$ cat src/rtl/hazard_pkg.sv
// Shared types for the hazard/forwarding controller: tracker entry layout,
// memory-wait FSM states and the hard-wired zero register.
package hazard_pkg;

    localparam int unsigned HZ_REG_AW = 5;
    localparam logic [HZ_REG_AW-1:0] REG_ZERO = '0;

    typedef struct packed {
        logic                 valid;
        logic [HZ_REG_AW-1:0] rd;
        logic                 wr;
        logic                 is_load;
    } track_entry_t;

    typedef enum logic [0:0] {
        IDLE = 1'b0,
        WAIT = 1'b1
    } mem_state_e;

endpackage

$ cat src/rtl/hazard_fwd_unit_if.sv
// Decode/execute-side signal bundle of the hazard unit; the pipeline drives it as master,
// the hazard unit consumes it as slave.
interface hazard_fwd_unit_if #(
    parameter int unsigned XLEN       = 32,
    parameter int unsigned REG_AW     = 5,
    parameter int unsigned FWD_STAGES = 3,
    parameter int unsigned CNT_W      = 32
);
    logic                       id_valid;
    logic [REG_AW-1:0]          id_rs1;
    logic [REG_AW-1:0]          id_rs2;
    logic                       id_rs1_used;
    logic                       id_rs2_used;
    logic [REG_AW-1:0]          id_rd;
    logic                       id_reg_write;
    logic                       id_is_load;
    logic [XLEN-1:0]            id_op_a;
    logic [XLEN-1:0]            id_op_b;
    logic [FWD_STAGES*XLEN-1:0] stage_data;
    logic                       ex_redirect;
    logic                       dmem_req;
    logic                       dmem_valid;

    logic [XLEN-1:0]            op_a;
    logic [XLEN-1:0]            op_b;
    logic                       fwd_hit_a;
    logic                       fwd_hit_b;
    logic                       hold_front;
    logic                       bubble_ex;
    logic                       flush_front;
    logic                       freeze;
    logic [CNT_W-1:0]           stall_cycles;

    modport master (
        output id_valid, id_rs1, id_rs2, id_rs1_used, id_rs2_used, id_rd, id_reg_write,
               id_is_load, id_op_a, id_op_b, stage_data, ex_redirect, dmem_req, dmem_valid,
        input  op_a, op_b, fwd_hit_a, fwd_hit_b, hold_front, bubble_ex, flush_front, freeze,
               stall_cycles
    );

    modport slave (
        input  id_valid, id_rs1, id_rs2, id_rs1_used, id_rs2_used, id_rd, id_reg_write,
               id_is_load, id_op_a, id_op_b, stage_data, ex_redirect, dmem_req, dmem_valid,
        output op_a, op_b, fwd_hit_a, fwd_hit_b, hold_front, bubble_ex, flush_front, freeze,
               stall_cycles
    );

endinterface

$ cat src/rtl/fwd_mux.sv
// Per-operand forwarding select: the youngest forwardable matching slot wins; a load
// match in a slot whose data is not ready yet is reported as a load-use hazard.
module fwd_mux
    import hazard_pkg::*;
#(
    parameter int unsigned XLEN           = 32,
    parameter int unsigned REG_AW         = 5,
    parameter int unsigned FWD_STAGES     = 3,
    parameter int unsigned LOAD_FWD_STAGE = 1
) (
    input  track_entry_t [FWD_STAGES-1:0] i_entries,
    input  logic [FWD_STAGES*XLEN-1:0]    i_stage_data,
    input  logic [REG_AW-1:0]             i_rs,
    input  logic                          i_rs_used,
    input  logic [XLEN-1:0]               i_id_op,
    output logic [XLEN-1:0]               o_op,
    output logic                          o_hit,
    output logic                          o_load_use
);

    logic [HZ_REG_AW-1:0] w_rs;
    logic                 w_match;

    assign w_rs = HZ_REG_AW'(i_rs);

    always_comb begin
        o_op       = i_id_op;
        o_hit      = 1'b0;
        o_load_use = 1'b0;
        w_match    = 1'b0;
        // Walk oldest to youngest so the youngest forwardable match is the last write.
        for (int i = FWD_STAGES - 1; i >= 0; i--) begin
            w_match = i_entries[i].valid && i_entries[i].wr && (i_entries[i].rd == w_rs) &&
                      (w_rs != REG_ZERO) && i_rs_used;
            if (w_match && i_entries[i].is_load && (i < int'(LOAD_FWD_STAGE))) begin
                o_load_use = 1'b1;
            end else if (w_match) begin
                o_op  = i_stage_data[i*XLEN +: XLEN];
                o_hit = 1'b1;
            end
        end
    end

endmodule

$ cat src/rtl/hazard_fwd_unit.sv
// Hazard and forwarding controller: destination tracker, operand forwarding,
// load-use stall, redirect flush, data-memory wait freeze and stall counter.
module hazard_fwd_unit
    import hazard_pkg::*;
#(
    parameter int unsigned XLEN           = 32,
    parameter int unsigned REG_AW         = 5,
    parameter int unsigned FWD_STAGES     = 3,
    parameter int unsigned LOAD_FWD_STAGE = 1,
    parameter int unsigned CNT_W          = 32
) (
    input  logic             clk,
    input  logic             rst,
    hazard_fwd_unit_if.slave bus
);

    track_entry_t [FWD_STAGES-1:0] r_track;
    mem_state_e                    r_state;
    logic [CNT_W-1:0]              r_stall_cnt;

    track_entry_t w_id_entry;
    logic         w_lu_a;
    logic         w_lu_b;
    logic         w_freeze;
    logic         w_redirect;
    logic         w_hold;
    logic         w_bubble;

    fwd_mux #(
        .XLEN           (XLEN),
        .REG_AW         (REG_AW),
        .FWD_STAGES     (FWD_STAGES),
        .LOAD_FWD_STAGE (LOAD_FWD_STAGE)
    ) u_fwd_a (
        .i_entries    (r_track),
        .i_stage_data (bus.stage_data),
        .i_rs         (bus.id_rs1),
        .i_rs_used    (bus.id_rs1_used),
        .i_id_op      (bus.id_op_a),
        .o_op         (bus.op_a),
        .o_hit        (bus.fwd_hit_a),
        .o_load_use   (w_lu_a)
    );

    fwd_mux #(
        .XLEN           (XLEN),
        .REG_AW         (REG_AW),
        .FWD_STAGES     (FWD_STAGES),
        .LOAD_FWD_STAGE (LOAD_FWD_STAGE)
    ) u_fwd_b (
        .i_entries    (r_track),
        .i_stage_data (bus.stage_data),
        .i_rs         (bus.id_rs2),
        .i_rs_used    (bus.id_rs2_used),
        .i_id_op      (bus.id_op_b),
        .o_op         (bus.op_b),
        .o_hit        (bus.fwd_hit_b),
        .o_load_use   (w_lu_b)
    );

    // Priority freeze > redirect > load-use; a redirect discards the stalled ID instruction.
    always_comb begin
        w_freeze   = (r_state == IDLE) ? (bus.dmem_req & ~bus.dmem_valid) : ~bus.dmem_valid;
        w_redirect = bus.ex_redirect & ~w_freeze;
        w_hold     = (w_lu_a | w_lu_b) & ~w_redirect & ~w_freeze;
        w_bubble   = w_hold | w_redirect;
        w_id_entry = '0;
        if (bus.id_valid && !w_bubble) begin
            w_id_entry.valid   = 1'b1;
            w_id_entry.rd      = HZ_REG_AW'(bus.id_rd);
            w_id_entry.wr      = bus.id_reg_write;
            w_id_entry.is_load = bus.id_is_load;
        end
    end

    assign bus.freeze       = w_freeze;
    assign bus.flush_front  = w_redirect;
    assign bus.hold_front   = w_hold;
    assign bus.bubble_ex    = w_bubble;
    assign bus.stall_cycles = r_stall_cnt;

    always_ff @(posedge clk) begin
        if (rst) begin
            r_track     <= '0;
            r_state     <= IDLE;
            r_stall_cnt <= '0;
        end else begin
            if (!w_freeze) begin
                r_track[0] <= w_id_entry;
                for (int i = 1; i < FWD_STAGES; i++) begin
                    r_track[i] <= r_track[i-1];
                end
            end
            case (r_state)
                IDLE:    if (bus.dmem_req && !bus.dmem_valid) r_state <= WAIT;
                WAIT:    if (bus.dmem_valid) r_state <= IDLE;
                default: r_state <= IDLE;
            endcase
            if ((w_hold || w_freeze) && (r_stall_cnt != '1)) begin
                r_stall_cnt <= r_stall_cnt + CNT_W'(1);
            end
        end
    end

endmodule

$ cat src/flat_wrapper.sv
// flat-port wrapper written by rule: the top's interface ports become plain ports
module hazard_fwd_unit_flat import hazard_pkg::*;
#(
    parameter int unsigned XLEN           = 32,
    parameter int unsigned REG_AW         = 5,
    parameter int unsigned FWD_STAGES     = 3,
    parameter int unsigned LOAD_FWD_STAGE = 1,
    parameter int unsigned CNT_W          = 32
)
  (clk, rst, bus_id_valid, bus_id_rs1, bus_id_rs2, bus_id_rs1_used, bus_id_rs2_used, bus_id_rd, bus_id_reg_write, bus_id_is_load, bus_id_op_a, bus_id_op_b, bus_stage_data, bus_ex_redirect, bus_dmem_req, bus_dmem_valid, bus_op_a, bus_op_b, bus_fwd_hit_a, bus_fwd_hit_b, bus_hold_front, bus_bubble_ex, bus_flush_front, bus_freeze, bus_stall_cycles);
  hazard_fwd_unit_if #(.XLEN(XLEN), .REG_AW(REG_AW), .FWD_STAGES(FWD_STAGES), .CNT_W(CNT_W)) bus_i ();
  input  logic clk;
  input  logic rst;
  input wire logic [$bits(bus_i.id_valid)-1:0] bus_id_valid;
  input wire logic [$bits(bus_i.id_rs1)-1:0] bus_id_rs1;
  input wire logic [$bits(bus_i.id_rs2)-1:0] bus_id_rs2;
  input wire logic [$bits(bus_i.id_rs1_used)-1:0] bus_id_rs1_used;
  input wire logic [$bits(bus_i.id_rs2_used)-1:0] bus_id_rs2_used;
  input wire logic [$bits(bus_i.id_rd)-1:0] bus_id_rd;
  input wire logic [$bits(bus_i.id_reg_write)-1:0] bus_id_reg_write;
  input wire logic [$bits(bus_i.id_is_load)-1:0] bus_id_is_load;
  input wire logic [$bits(bus_i.id_op_a)-1:0] bus_id_op_a;
  input wire logic [$bits(bus_i.id_op_b)-1:0] bus_id_op_b;
  input wire logic [$bits(bus_i.stage_data)-1:0] bus_stage_data;
  input wire logic [$bits(bus_i.ex_redirect)-1:0] bus_ex_redirect;
  input wire logic [$bits(bus_i.dmem_req)-1:0] bus_dmem_req;
  input wire logic [$bits(bus_i.dmem_valid)-1:0] bus_dmem_valid;
  output wire logic [$bits(bus_i.op_a)-1:0] bus_op_a;
  output wire logic [$bits(bus_i.op_b)-1:0] bus_op_b;
  output wire logic [$bits(bus_i.fwd_hit_a)-1:0] bus_fwd_hit_a;
  output wire logic [$bits(bus_i.fwd_hit_b)-1:0] bus_fwd_hit_b;
  output wire logic [$bits(bus_i.hold_front)-1:0] bus_hold_front;
  output wire logic [$bits(bus_i.bubble_ex)-1:0] bus_bubble_ex;
  output wire logic [$bits(bus_i.flush_front)-1:0] bus_flush_front;
  output wire logic [$bits(bus_i.freeze)-1:0] bus_freeze;
  output wire logic [$bits(bus_i.stall_cycles)-1:0] bus_stall_cycles;
  assign bus_i.id_valid = bus_id_valid;
  assign bus_i.id_rs1 = bus_id_rs1;
  assign bus_i.id_rs2 = bus_id_rs2;
  assign bus_i.id_rs1_used = bus_id_rs1_used;
  assign bus_i.id_rs2_used = bus_id_rs2_used;
  assign bus_i.id_rd = bus_id_rd;
  assign bus_i.id_reg_write = bus_id_reg_write;
  assign bus_i.id_is_load = bus_id_is_load;
  assign bus_i.id_op_a = bus_id_op_a;
  assign bus_i.id_op_b = bus_id_op_b;
  assign bus_i.stage_data = bus_stage_data;
  assign bus_i.ex_redirect = bus_ex_redirect;
  assign bus_i.dmem_req = bus_dmem_req;
  assign bus_i.dmem_valid = bus_dmem_valid;
  assign bus_op_a = bus_i.op_a;
  assign bus_op_b = bus_i.op_b;
  assign bus_fwd_hit_a = bus_i.fwd_hit_a;
  assign bus_fwd_hit_b = bus_i.fwd_hit_b;
  assign bus_hold_front = bus_i.hold_front;
  assign bus_bubble_ex = bus_i.bubble_ex;
  assign bus_flush_front = bus_i.flush_front;
  assign bus_freeze = bus_i.freeze;
  assign bus_stall_cycles = bus_i.stall_cycles;
  hazard_fwd_unit #(.XLEN(XLEN), .REG_AW(REG_AW), .FWD_STAGES(FWD_STAGES), .LOAD_FWD_STAGE(LOAD_FWD_STAGE), .CNT_W(CNT_W)) u_core (.clk(clk), .rst(rst), .bus(bus_i));
endmodule
$ cat config.mk
export PLATFORM = sky130hd
export DESIGN_NAME = hazard_fwd_unit_flat
export DESIGN_NICKNAME = d
export VERILOG_FILES = /design/src/rtl/hazard_pkg.sv /design/src/rtl/hazard_fwd_unit_if.sv /design/src/rtl/fwd_mux.sv /design/src/rtl/hazard_fwd_unit.sv /design/src/flat_wrapper.sv
export SDC_FILE = /design/constraint.sdc
export NUM_CORES = 1
export LEC_CHECK = 0
export ABC_AREA = 1
export BUFFER_PORTS_ARGS = -buffer_cell sky130_fd_sc_hd__buf_2
export CAP_MARGIN = 10
export CORE_ASPECT_RATIO = 1.4
export CORE_MARGIN = 5
export CORE_UTILIZATION = 54
export DETAILED_ROUTE_END_ITERATION = 6
export GPL_TIMING_DRIVEN = 0
export HOLD_SLACK_MARGIN = 0.12
export PLACE_DENSITY = 0.92
export SYNTH_ARGS = -nofsm -noshare
export SYNTH_HDL_FRONTEND = slang
export SYNTH_HIERARCHICAL = 1
export SYNTH_SLANG_ARGS = --single-unit
$ cat constraint.sdc
create_clock -name clk -period 4.6 [get_ports clk]
set_input_delay 0.92 -clock clk [delete_from_list [all_inputs] [get_ports clk]]
set_output_delay 0.92 -clock clk [all_outputs]
set_load 0.01 [all_outputs]
==> qor.txt <==
Pwr Total = 1.274 mW
post-placement cell area = 8334 µm²
RSZ-0062 raised after global routing = no
Final Core Density = 69.29%
clock slew seen by the registers of the worst setup and hold paths = 70 ps
DRT antenna net count = 0
Pwr Density = 150.0 nW/µm²
reg-to-reg setup timing slack = 2430 ps
Leak = 4.552 nW
I/O pin count = 287
CP max FO = 10
layout cells sized above 1 = 30.73%
final-report hold violation count = 0
Final setup viols = 0
Initial Utilization = 54.81%
Crit Reg-Reg Endpoint = u_core/bus.stall_cycles[17]
setup TNS = 0 ps
reg2reg path depth = 14
pre-CTS setup slack = 1158 ps
drt first pass iters = 5
input/output buffers = 286
vias per inst = 5.372
PnR worst setup slack = 1124 ps
CTS resizes = 0
Crit. End Element = output port
status = completed
crit share post-route = 75.56%
family with the most delay on the worst path = simple AND/OR/NAND/NOR gates
CP Launch Type = input pin
Max clock buf depth = 2
non-filler cells, final = 1650
first-pass GRT wire length = 40850 µm
crit-path max cell delay = 250 ps
initial antenna violation count = 6
Hold Path Depth = 2
min Tclk post-route = 3476 ps
Least-Margin Pin Slew = 730.6 ps
critical-path cell list = buf_2 > xnor2_1 > nand2_1 > nor2_2 > nand2_2 > buf_2 > nand2_1 > nand3_1 > a21oi_1 > buf_2
hold path startpoint = u_core/bus.stall_cycles[31]
CTS root buf = clkbuf_16
DR iter-0 viols = 627
f_max = 0.2877 GHz
worst min-delay path class = reg2reg
VDD IR max = 0.3026 mV
largest net degree at the start of global routing = 19
fin nets = 1682
r2r startpoint = u_core/r_track[4]
TritonCTS Buffers = 5
mapped cell area = 6715 µm²
Worst Clk Skew = 6.256 ps
Die Span Y = 141.9 µm
clock latency reported for the late side of the worst-skew pair = 300 ps
clock net sink count = 55
Slew headroom = 51.29%
hold_ws = 514.2 ps
drc violations = 0
Congestion Overflow GR = 0
dpl hpwl = 21250 µm
vias in the first global route = 8471
post-synth net total = 1389
H-tree depth = 2
Die X-Extent = 104.2 µm
Layout Area Growth over Synthesis = 26.42%
Crit Path Class = in2out
post-route design area = 8489 µm²
CTS tree = built
CP most frequent cell = buf_2
max-cap viol count = 0
hold_buf cts = 0
Mapped Cells = 1203
Routability Congestion = 0.9938
YS warnings = 6
dpl cells = 1639
Rows = 48
slowest CP cell = nor2_2
final WL = 26180 µm
critical path buffer and inverter count = 3
vias = 8864
Worst EP required = 3680 ps
core box area = 12250 µm²
post-CTS setup buffers = 0
Mean Syn Cell Area = 5.582 µm²
wire per inst = 15.86 µm
Final Max Tran Viols = 0
hold worst-path end = u_core/bus.stall_cycles[31]
All-Layer GR Usage = 33.35%
WP data arrival = 2560 ps
die area = 14800 µm²
FILL cells = 1141
-- state kept, by name (all words and copies together), names as in the netlist --
signal                   cells
u_core/bus.stall_cycles     32
u_core/r_track              22
u_core/r_state               1
-- cells in the final DEF (no fill, tap or decap), drive strengths merged --
cell,instances
clkinv,7
a22oi,7
o21ai,52
a21oi,54
nand3,178
inv,185
nand2,390
diode,3
clkbuf,11
dfxtp,55
or2,2
and2,2
xor2,9
buf,338
xnor2,24
nand4,7
nor3,6
nor2,168
a22o,1
ha,1
-- tightest hold or removal path: cells and delay by family (launching register included) --
family             cells  cell delay [ps]
AOI/OAI and AO/OA      1               50
and+or+nand+nor        1               70
DFF                    1              340
-- how the worst max path moves through the flow --
stage / start / endpoint / cells past startpoint
5_1_grt: bus_id_rs2[3] / bus_op_b[4] / 13
3_5_place_dp: bus_id_rs2_used / bus_op_b[4] / 11
4_1_cts: bus_id_rs2_used / bus_op_b[4] / 11
2_1_floorplan: bus_id_rs1[3] / bus_op_a[10] / 8
6_report: bus_id_rs2[3] / bus_op_b[4] / 10
3_3_place_gp: bus_id_rs2_used / bus_op_b[4] / 11
-- per-layer routing --
layer  GRT usage, %  up-vias  part of all wire [%]
met4          19.44        6                   5.6
met2          59.11      540                    49
met5              0        -                  0.16
li1               -     4290                     -
met3          6.945      116                    10
met1          36.76     3912                    35
-- report_power, final --
group          total (mW)  internal, mW  switching (mW)  leakage (nW)
sequential          0.502         0.487          0.0142         0.446
combinational       0.383         0.157           0.226          4.03
clock               0.389         0.205           0.184        0.0746
total                1.27         0.850           0.424          4.55
-- area by class of cell --
class / count / area (µm²) / share of cell area, %
Inverter: 189 / 711.9 / 8.386
Clock buffer: 5 / 125.1 / 1.474
Sequential cell: 55 / 1101 / 12.97
Tap cell: 150 / 187.7 / 2.211
Antenna cell: 3 / 7.507 / 0.08843
Buffer: 58 / 417.9 / 4.923
Multi-Input combinational cell: 901 / 4484 / 52.82
Timing Repair Buffer: 286 / 1431 / 16.86
Clock inverter: 3 / 22.52 / 0.2653
(Power assumes the default switching activity.)
